--- src/rtl/picnic_ch_pkg.sv ---
// Shared definitions for the Picnic challenge extractor: FSM states, trit codes and
// default sizing.
package picnic_ch_pkg;

    localparam int unsigned HASH_W_DEF     = 512;
    localparam int unsigned NUM_ROUNDS_DEF = 219;
    localparam int unsigned CNT_W_DEF      = 8;

    typedef enum logic [2:0] {
        StIdle,
        StWaitHash,
        StScan,
        StRehash,
        StDone
    } ch_state_e;

    localparam logic [1:0] TRIT_0    = 2'b00;
    localparam logic [1:0] TRIT_1    = 2'b01;
    localparam logic [1:0] TRIT_2    = 2'b10;
    localparam logic [1:0] PAIR_SKIP = 2'b11;

endpackage

--- src/rtl/ch_pair_decode.sv ---
// Maps one digest bit pair to a challenge trit; the pair 11 is rejected.
module ch_pair_decode
    import picnic_ch_pkg::*;
(
    input  logic [1:0] pair_i,
    output logic       keep_o,
    output logic [1:0] trit_o
);

    always_comb begin
        keep_o = 1'b1;
        trit_o = TRIT_0;
        unique case (pair_i)
            TRIT_0:    trit_o = TRIT_0;
            TRIT_1:    trit_o = TRIT_1;
            TRIT_2:    trit_o = TRIT_2;
            PAIR_SKIP: keep_o = 1'b0;
            default:   keep_o = 1'b0;
        endcase
    end

endmodule

--- src/rtl/challenge_extract.sv ---
// Picnic Fiat-Shamir challenge extractor: scans digest pairs MSB first into trits,
// requesting rehashes until NUM_ROUNDS trits are collected. CH_STREAM_EN adds a trit stream.
module challenge_extract
    import picnic_ch_pkg::*;
#(
    parameter int unsigned HASH_W     = HASH_W_DEF,
    parameter int unsigned NUM_ROUNDS = NUM_ROUNDS_DEF,
    parameter int unsigned CNT_W      = CNT_W_DEF
) (
    input  logic                    clk,
    input  logic                    reset,
    input  logic                    start_i,
    input  logic [HASH_W-1:0]       hash_in_i,
    input  logic                    hash_valid_i,
    output logic                    rehash_req_o,
    output logic                    busy_o,
    output logic                    done_o,
    output logic [2*NUM_ROUNDS-1:0] ch_out_o,
    output logic                    ch_valid_o,
    output logic [1:0]              ch_trit_o
);

    ch_state_e               state_q, state_d;
    logic [HASH_W-1:0]       hash_q, hash_d;
    logic [CNT_W-1:0]        trit_cnt_q, trit_cnt_d;
    logic [CNT_W-1:0]        pair_idx_q, pair_idx_d;
    logic [2*NUM_ROUNDS-1:0] ch_out_q, ch_out_d;

    logic       keep;
    logic [1:0] trit;
    logic       scan_write;

    // The digest register shifts left each SCAN cycle, so the current pair is always on top.
    ch_pair_decode u_pair_decode (
        .pair_i (hash_q[HASH_W-1 -: 2]),
        .keep_o (keep),
        .trit_o (trit)
    );

    assign scan_write = (state_q == StScan) && keep;

    always_comb begin
        state_d    = state_q;
        hash_d     = hash_q;
        trit_cnt_d = trit_cnt_q;
        pair_idx_d = pair_idx_q;
        ch_out_d   = ch_out_q;
        unique case (state_q)
            StIdle, StDone: begin
                if (start_i) begin
                    trit_cnt_d = '0;
                    ch_out_d   = '0;
                    state_d    = StWaitHash;
                end
            end
            StWaitHash: begin
                if (hash_valid_i) begin
                    hash_d     = hash_in_i;
                    pair_idx_d = '0;
                    state_d    = StScan;
                end
            end
            StScan: begin
                hash_d = hash_q << 2;
                if (keep) begin
                    for (int unsigned i = 0; i < NUM_ROUNDS; i++) begin
                        if (trit_cnt_q == CNT_W'(i)) begin
                            ch_out_d[2*i +: 2] = trit;
                        end
                    end
                    trit_cnt_d = trit_cnt_q + CNT_W'(1);
                end
                if (keep && (trit_cnt_q == CNT_W'(NUM_ROUNDS - 1))) begin
                    state_d = StDone;
                end else if (pair_idx_q == CNT_W'(HASH_W / 2 - 1)) begin
                    state_d = StRehash;
                end else begin
                    pair_idx_d = pair_idx_q + CNT_W'(1);
                end
            end
            StRehash: state_d = StWaitHash;
            default:  state_d = StIdle;
        endcase
    end

    always_ff @(posedge clk or negedge reset) begin
        if (!reset) begin
            state_q    <= StIdle;
            hash_q     <= '0;
            trit_cnt_q <= '0;
            pair_idx_q <= '0;
            ch_out_q   <= '0;
        end else begin
            state_q    <= state_d;
            hash_q     <= hash_d;
            trit_cnt_q <= trit_cnt_d;
            pair_idx_q <= pair_idx_d;
            ch_out_q   <= ch_out_d;
        end
    end

    assign rehash_req_o = (state_q == StRehash);
    assign busy_o       = (state_q == StWaitHash) || (state_q == StScan) || (state_q == StRehash);
    assign done_o       = (state_q == StDone);
    assign ch_out_o     = ch_out_q;

`ifdef CH_STREAM_EN
    logic       ch_valid_q;
    logic [1:0] ch_trit_q;

    always_ff @(posedge clk or negedge reset) begin
        if (!reset) begin
            ch_valid_q <= 1'b0;
            ch_trit_q  <= 2'b00;
        end else begin
            ch_valid_q <= scan_write;
            ch_trit_q  <= scan_write ? trit : 2'b00;
        end
    end

    assign ch_valid_o = ch_valid_q;
    assign ch_trit_o  = ch_trit_q;
`else
    logic unused_scan_write;
    assign unused_scan_write = scan_write;
    assign ch_valid_o        = 1'b0;
    assign ch_trit_o         = 2'b00;
`endif

endmodule

--- config.mk ---
export PLATFORM = sky130hd
export DESIGN_NAME = challenge_extract
export DESIGN_NICKNAME = d
export VERILOG_FILES = /design/src/rtl/picnic_ch_pkg.sv /design/src/rtl/ch_pair_decode.sv /design/src/rtl/challenge_extract.sv
export SDC_FILE = /design/constraint.sdc
export NUM_CORES = 2
export LEC_CHECK = 0
export CAP_MARGIN = 20
export CORE_AREA = 8 8 364 366
export CTS_CLUSTER_SIZE = 40
export DETAILED_ROUTE_END_ITERATION = 10
export DIE_AREA = 0 0 372 374
export PLACE_DENSITY = 0.65
export SETUP_SLACK_MARGIN = 0.1
export SLEW_MARGIN = 10
export SYNTH_ARGS = -nofsm -noshare
export SYNTH_HDL_FRONTEND = slang
export SYNTH_SLANG_ARGS = --single-unit
export TNS_END_PERCENT = 10
--- constraint.sdc ---
create_clock -name clk -period 2.8 [get_ports clk]
set_input_delay 0.42 -clock clk [delete_from_list [all_inputs] [get_ports clk]]
set_output_delay 0.42 -clock clk [all_outputs]
set_load 0.03 [all_outputs]
==> results.ini <==
[finish]
layout.nets = 5663
area_delta_synth_final_pct = 37.70
drive_above_1_share = 0.1516
final_core_utilization = 0.4561
final_cells = 6906
design_area_um2 = 57790

[routing]
drt_iter0_drc = 2892
drtAntennaViolNets = 0
drc = 0
wl_mm = 149.8
viasPerCell = 5.102
wire_per_inst_um = 21.69
first_pass_iters = 5
vias = 35240

[grt]
grt_pass1_wl_mm = 222.8
gr-total-overflow = 0
antenna_found_initial = 16
grt_pass1_vias = 35560
grt_max_degree = 139
grt.total_usage = 0.2061

[critical_path]
end_kind = flop
ff2ff_path_depth = 6
crit_required_ps = 3390
crit_arrival_ps = 3170
crit_path_start = state_q[1]
crit_slowest_cell = buf_4
r2r_end = hash_q[207]
r2r_start = state_q[1]
path_cells = or3b_4 -> buf_4 -> buf_12 -> buf_4 -> nand2_1 -> a31oi_1
cp-start-kind = flop
r2r_slack_ps = 220
cp_max_fo = 138
cpPeakStageDelay_ps = 460
crit_top_cell = buf_4
critPathKind = reg2reg

[placement]
postPlaceCellArea_um2 = 54110
dp_hpwl_mm = 112.1
io_buffers = 956
dp.cells = 6696
pre_cts_ws_ps = 181.7
place_congestion = 0.8350

[synthesis]
synth-seq-cells = 969
postSynthCellCount = 4243
yosys-top-cells-count = nand2_1 (1073), dfrtp_1 (969), nor2_1 (565), a31oi_1 (510), mux2_2 (408)
syn_avg_cell_area_um2 = 9.891
synthTopCellsByArea = dfrtp_1 (58%), mux2_2 (11%), nand2_1 (9.6%), a31oi_1 (7.6%), nor2_1 (5.1%)
yosysSeqAreaShare = 0.5778
synth_async_sr_flop_share = 1.000
synth_ff_type = dfrtp_1
ys_warn_count = 0
synth-edff-count = 0
synth_most_common_cell = nand2_1
ys_types = 52
synth_top_area_cell = dfrtp_1
yosysTopAreaCellShare = 0.5778
synth.cell_area_um2 = 41970

[job]
maxCapViolations = 0

[clock_network]
cts_buffers = 105
cts_tree = yes
path_clk_slew_ps = 60
clockBufferDepth = 3
cts_htree_levels = 3
cts-root-buf = clkbuf_16
clk_latency_ps = 700
cts_setup_buffers = 0
clock-sinks = 969

[pwr]
power_density_nw_per_um2 = 1086
power_leakage_nw = 25.16
vdd_drop_max_uv = 553.4
power.total_mw = 62.75

[timing]
finalHoldViolations = 0
fmax_mhz = 387.8
setup_tns_ps = 0
rsz0062_at_grt = no
finalWorstSetupSlack_ps = 221.4
fin_skew_ps = 39.22
final.min_clock_period_ps = 2579
finalSetupViolations = 0
finalCritPeriodShare = 0.9209
timing.final.max_slew_violations = 0
slew_headroom = 0.3425
holdWs_ps = 289.5
worst_pin_slew_ps = 982.7

[worst_hold_path]
hold_path_class = in2reg
worstHoldStart = hash_in_i[243]
hold_depth = 3
hold_path_end = hash_q[243]

[status]
outcome = finished, final reports clean

[floorplanning]
die_w_um = 372
die_h_um = 374
fp.dieArea_um2 = 139100
start_util = 0.3312
ios = 960
core_area_um2 = 126700
num_rows = 131

placed cells by master, fill, tap and decap left out, types with 6 or more instances in the layout:
master,count
buf_4,130
bufinv_16,8
a21oi_1,154
or3_1,7
nor4_1,13
buf_12,43
clkbuf_8,26
dfrtp_1,969
mux2i_1,27
diode_2,14
inv_1,6
clkbuf_16,107
o21ai_1,16
nand3_1,12
clkdlybuf4s50_1,952
clkinv_2,20
nand2_1,1072
a31oi_1,510
o21ai_2,14
nand3b_1,11
clkbuf_1,21
o21ai_0,38
mux2_2,408
nor2_1,565
how the worst max path moves through the flow:
stage / end / slack, ps / depth (start not counted)
finish: hash_q[207] / 220 / 6
floorplan: ch_out_o[66] / 510 / 8
global placement: hash_q[510] / 200 / 6
global route: ch_out_o[385] / 160 / 7
CTS: done_o / 70 / 5
detailed placement: ch_out_o[72] / 180 / 5
flip-flops by register name (all words and copies together), names as in the netlist:
register    cells
state_q         3
hash_q        512
trit_cnt_q      8
pair_idx_q      8
ch_out_o      438
worst max-delay path: cells and delay by family (launching register included):
kind / cells / cell delay (ps)
buf+inv: 3 / 1030
simple gates: 2 / 490
flops: 1 / 380
compound gates: 1 / 210
kinds of logic after synthesis:
| logic type | count (synthesis) | share of synthesized area |
|---|---|---|
| simple gates | 1729 | 0.1619 |
| flops | 969 | 0.5778 |
| compound gates | 752 | 0.1075 |
| mux | 440 | 0.1173 |
| buf+inv | 346 | 0.03381 |
| fa+ha+maj | 5 | 0.001491 |
| other cells | 1 | 0.00008935 |
| xor+xnor | 1 | 0.0002087 |
metal layers:
layer	wire, um	global-route usage
met1	59400	0.2501
met2	74300	0.3543
met3	9534	0.03946
met4	6509	0.09101
met5	41	0
power by group:
part           switching [mW]  internal (mW)
logic                    15.2           10.3
registers                3.26           19.5
clock network            5.98           8.49
total                    24.4           38.3
repair_timing:
item,CTS,global route
hold buffers,1,0
hold endpoints to repair,22,0
setup endpoints to repair,2,1
resized for setup,4,1
layout make-up:
cell class | instances | area [um2]
Tap cell | 1662 | 2079
Clock inverter | 41 | 529.3
Inverter | 7 | 30.03
Timing Repair Buffer | 1129 | 11400
Antenna cell | 14 | 35.03
Multi-Input combinational cell | 2930 | 16350
Clock buffer | 154 | 3114
Fill cell | 11920 | 68910
Sequential cell | 969 | 24250
Note: power is estimated with default switching activity, not from simulation.
